$ cat config.mk
export PLATFORM = sky130hd
export DESIGN_NAME = meas_result_arbiter
export DESIGN_NICKNAME = d
export VERILOG_FILES = /design/src/rtl/meas_result_arbiter.sv
export SDC_FILE = /design/constraint.sdc
export NUM_CORES = 1
export LEC_CHECK = 0
export CORE_MARGIN = 2
export CORE_UTILIZATION = 56
export DETAILED_ROUTE_END_ITERATION = 8
export HOLD_SLACK_MARGIN = 0.02
export PLACE_DENSITY = 0.95
export SETUP_SLACK_MARGIN = 0.2
export SYNTH_ARGS = -nofsm -noshare
export SYNTH_HDL_FRONTEND = slang
export SYNTH_SLANG_ARGS = --single-unit
$ cat constraint.sdc
create_clock -name clk -period 11.8 [get_ports clk]
set_clock_uncertainty 0.05 [all_clocks]
set_input_delay 2.36 -clock clk [delete_from_list [all_inputs] [get_ports clk]]
set_output_delay 2.36 -clock clk [all_outputs]
set_load 0.1 [all_outputs]
$ cat src/rtl/meas_result_arbiter.sv
// meas_result_arbiter: per-channel measurement result slots drained round-robin onto one valid/ready stream
// clk, reset                       clock, synchronous active-high reset
// done, resultx, resulty           per-channel result strobe and discrimination bits
// xacc, yacc                       per-channel accumulators, ch i at [i*ACCW+:ACCW]
// out_valid, out_ready             output handshake
// out_ch .. out_tstamp             registered output word
// pending, overflow                slot-occupied and sticky overflow flags
// clear_overflow                   clears all overflow flags
module meas_result_arbiter #(
    parameter int NCH = 4,
    parameter int ACCW = 32,
    parameter int TSW = 32,
    localparam int CHW = $clog2(NCH)
) (
    input  logic                clk,
    input  logic                reset,
    input  logic [NCH-1:0]      done,
    input  logic [NCH-1:0]      resultx,
    input  logic [NCH-1:0]      resulty,
    input  logic [ACCW*NCH-1:0] xacc,
    input  logic [ACCW*NCH-1:0] yacc,
    output logic                out_valid,
    input  logic                out_ready,
    output logic [CHW-1:0]      out_ch,
    output logic                out_resultx,
    output logic                out_resulty,
    output logic [ACCW-1:0]     out_xacc,
    output logic [ACCW-1:0]     out_yacc,
    output logic [TSW-1:0]      out_tstamp,
    output logic [NCH-1:0]      pending,
    output logic [NCH-1:0]      overflow,
    input  logic                clear_overflow
);
    logic [TSW-1:0]  ts;
    logic [CHW-1:0]  ptr, g;
    logic [NCH-1:0]  sx, sy, drain, take, lost;
    logic [ACCW-1:0] sxa [NCH];
    logic [ACCW-1:0] sya [NCH];
    logic [TSW-1:0]  sts [NCH];
    logic            load;

    assign load = (!out_valid || out_ready) && |pending;

    // scan from the farthest candidate down so the nearest pending slot after ptr wins
    always_comb begin
        g = '0;
        for (int k = NCH; k >= 1; k--) begin
            if (pending[(int'(ptr) + k) % NCH]) g = CHW'((int'(ptr) + k) % NCH);
        end
    end

    for (genvar i = 0; i < NCH; i++) begin : g_slot
        assign drain[i] = load && g == CHW'(i);
        assign take[i]  = done[i] && (!pending[i] || drain[i]);
        assign lost[i]  = done[i] && pending[i] && !drain[i];
        always_ff @(posedge clk) begin
            if (reset) pending[i] <= 1'b0;
            else pending[i] <= take[i] || (pending[i] && !drain[i]);
            if (take[i]) begin
                sx[i]  <= resultx[i];
                sy[i]  <= resulty[i];
                sxa[i] <= xacc[i*ACCW +: ACCW];
                sya[i] <= yacc[i*ACCW +: ACCW];
                sts[i] <= ts;
            end
        end
    end

    always_ff @(posedge clk) begin
        if (reset) begin
            ts          <= '0;
            ptr         <= CHW'(NCH - 1);
            overflow    <= '0;
            out_valid   <= 1'b0;
            out_ch      <= '0;
            out_resultx <= 1'b0;
            out_resulty <= 1'b0;
            out_xacc    <= '0;
            out_yacc    <= '0;
            out_tstamp  <= '0;
        end else begin
            ts       <= ts + 1'b1;
            overflow <= (clear_overflow ? '0 : overflow) | lost;
            if (load) begin
                out_valid   <= 1'b1;
                ptr         <= g;
                out_ch      <= g;
                out_resultx <= sx[g];
                out_resulty <= sy[g];
                out_xacc    <= sxa[g];
                out_yacc    <= sya[g];
                out_tstamp  <= sts[g];
            end else if (out_ready) begin
                out_valid <= 1'b0;
            end
        end
    end
endmodule

==> out/metrics.csv <==
stage;metric;value;unit
yosys;synth_top_area_share;57.4;%
worst_setup_path;cp.depth;6;
finish;nets;2018;
clock_tree;clock_sinks;535;
clock_tree;cts_tree;yes;
detailed_routing;firstDrtPassIters;6;
worst_setup_path;r2r_slack;7.12;ns
power_and_ir_drop;p_leak;9.35;nW
clock_tree;cts_root_buffer;clkbuf_16;
yosys;synth_nets;1684;
floorplan;die_w;195;um
yosys;ys_seq_area_share;71.3;%
detailed_routing;wl_met1;21.0;mm
yosys;avgSynthCellArea;14.5;sq um
worst_hold_path;hold_path_depth;2;
sta;max_slew_margin;12.4;%
yosys;ys.flop_type;edfxtp_1;
global_routing;overflow;0;
clock_tree;cts_max_level;2;
worst_setup_path;crit_start;out_ready;
clock_tree;cts_setup_buffers;0;
worst_setup_path;required;11.93;ns
worst_setup_path;cp.arrival;5.19;ns
detailed_routing;vias_per_cell;6.34;
power_and_ir_drop;ir_drop;0.000102;V
detailed_routing;drtAntennaViolNets;0;
yosys;ys_types;46;
global_routing;grt_max_degree;100;
yosys;yosysTopAreaCell;edfxtp_1;
worst_setup_path;crit_type;input pin to flip-flop;
sta;rsz0062_at_grt;no;
clock_tree;cts_buffers;50;
worst_setup_path;critPathCapture;sxa[3][27];
clock_tree;clkTransAtPathRegs;0.06;ns
worst_hold_path;hp-start;out_yacc[9];
worst_setup_path;path_buf_inv;2;
detailed_routing;wl_met3;6.83;mm
clock_tree;ctsHoldBuffers;0;
detailed_routing;wl_met2;28.8;mm
global_routing;track_usage;30.3;%
sta;hold_violations;0;
yosys;syn-cell-area;0.0205;sq mm
global_routing;grt_pass1_wl;87.3;mm
detailed_routing;top_layer;met4;
finish;mostFrequentLayoutCell;edfxtp_1;
sta;finalMaxSlewViolations;0;
clock_tree;clk_latency;0.57;ns
outcome;outcome;finished, final reports clean;
worst_setup_path;worstPathMaxFanout;63;
floorplan;die-area;0.0382;sq mm
worst_setup_path;cp_slowest_cell;buf_4;
sta;setup_viol;0;
placed_design;globalplace.congestion;0.901;
floorplan;core_area;0.0363;sq mm
detailed_routing;wirelength;59.3;mm
worst_setup_path;r2r_end;sxa[3][27];
sta;finalCriticalPeriod;5.07;ns
power_and_ir_drop;power_density;194;mW/mm^2
finish;fin_util;72.2;%
worst_setup_path;timing.rr.start;pending[3];
yosys;synthTopCellsByArea;edfxtp_1 (57%), dfxtp_1 (14%), mux2i_1 (4.8%), o31ai_1 (3.9%), a21o_1 (3.6%);
yosys;synthCells;1411;
detailed_routing;routedWlPerCell;26.3;um
clock_tree;cts_resized;0;
floorplan;ioPinCount;381;
global_routing;first_global_vias;14500;
detailed_routing;vias;14300;
floorplan;dieHeight;195;um
sta;tightest_slew;1.31;ns
yosys;ys_warn_count;0;
clock_tree;clockBufferDepth;3;
run;drv_cap;0;
sta;fin_setup_tns;0;ns
floorplan;std_cell_rows;70;
detailed_routing;drt_iter0_drc;1450;
finish;drive_gt1_share;7.40;%
global_routing;antenna_found_initial;4;
detailed_routing;drc;0;
worst_setup_path;critical_path.max_stage_delay;0.81;ns
yosys;ys_seq_elements;535;
worst_hold_path;min_path_type;flip-flop to flip-flop;
worst_setup_path;rr_worst_depth;7;
placed_design;io_buffer_count;380;
worst_setup_path;cp-start-kind;input pin;
worst_setup_path;crit_family;buffers and inverters;
worst_setup_path;crit_path_end_kind;flip-flop;
floorplan;initial_core_util;56.4;%
finish;final_cell_mix;edfxtp_1 (392), clkdlybuf4s50_1 (379), dfxtp_1 (143);
sta;period_share;42.9;%
worst_setup_path;crit_chain;clkdlybuf4s50_1 -> nand2b_1 -> o41ai_4 -> o31ai_1 -> and2_4 -> buf_4;
yosys;async_flop_share;0;%
yosys;synth_edf_count;392;
sta;fmax;0.197;GHz
finish;area_growth;28.0;%
finish;n_fill_cell;2105;
placed_design;dp_hpwl;34.8;mm
## Yosys cell counts, types with 2 or more instances
cell	instances
xnor2_1	8
xor2_1	20
nand2b_1	2
nor3_2	2
buf_1	4
o21ai_0	3
and4_1	4
nor2b_1	3
or3b_2	4
nor2_1	38
nand3_1	15
edfxtp_1	392
clkbuf_1	75
nor3_1	3
o211ai_2	20
and2_1	4
a21o_1	99
nand4_1	106
inv_1	6
o211ai_1	78
buf_6	6
a21oi_1	8
buf_4	10
nand2_1	110
o31ai_1	106
dfxtp_1	143
and3_1	4
buf_2	18
o21ai_1	2
or3_1	3
mux2i_1	98
nor4_1	3
## power by group
group	leakage [nW]	internal, mW	switching, mW
sequential	4.98	2.20	0.0828
clock	0.820	0.980	0.688
combinational	3.55	0.320	0.817
total	9.35	3.50	1.59
## worst min-delay path by stage
stage / slack [ns] / endpoint
final: 0.42 / out_yacc[9]
after global routing: 0.45 / out_tstamp[29]
after CTS: 0.41 / out_ch[1]
after detailed placement: 0.41 / out_ch[1]
after global placement: 0.40 / out_xacc[10]
after floorplan: 0.41 / sts[0][26]
## stage by stage
step           cell area [sq um]  std cells  hold WS, ns  setup WS (ns)  power (mW)
2_1_floorplan              20500       1411        0.410           5.95        3.08
3_3_place_gp               24600       2161        0.400           6.33        3.40
3_5_place_dp               24600       2161        0.405           6.16        3.44
4_1_cts                    26200       2252        0.414           6.77        5.09
5_1_grt                    26200       2254        0.455           6.65        5.21
6_report                   26300       2255        0.422           6.73        5.08
## area by class of cell
class                           count  area (sq um)  area share [%]
Timing Repair Buffer              396          3920            14.9
Clock buffer                       63          1340            5.11
Inverter                            6          22.5          0.0858
Multi-Input combinational cell    756          5400            20.6
Sequential cell                   535         14600            55.7
Tap cell                          468           586            2.23
Antenna cell                        3          7.51          0.0286
Clock inverter                     28           347            1.32
## worst min-delay path: cells and delay by family (launching register included)
kind | cells | cell delay [ns]
AOI/OAI and AO/OA | 1 | 0.07
and+or+nand+nor | 1 | 0.05
DFF | 1 | 0.32
## routing by layer
metal  vias up  GRT usage (%)
met2       971           50.8
met5         -              0
met4         0           12.9
met1      6990           36.8
li1       6155              -
met3       174           8.69
## registers in the layout, summed over array words and instances (netlist names), 4 cells and up
signal and cells:
out_xacc 32, sy 4, out_yacc 32, pending 4, overflow 4, sx 4
out_tstamp 32, sxa 128, sts 128, sya 128, ts 32
## cells by family after synthesis
logic type	Yosys count	share of synthesized area, %
flops	535	71.3
compound gates	324	12.3
simple gates	305	7.61
buf+inv	120	2.73
mux	98	4.78
xor+xnor	28	1.20
fa+ha+maj	1	0.0610
No activity file was read; power rests on OpenSTA's default activity.
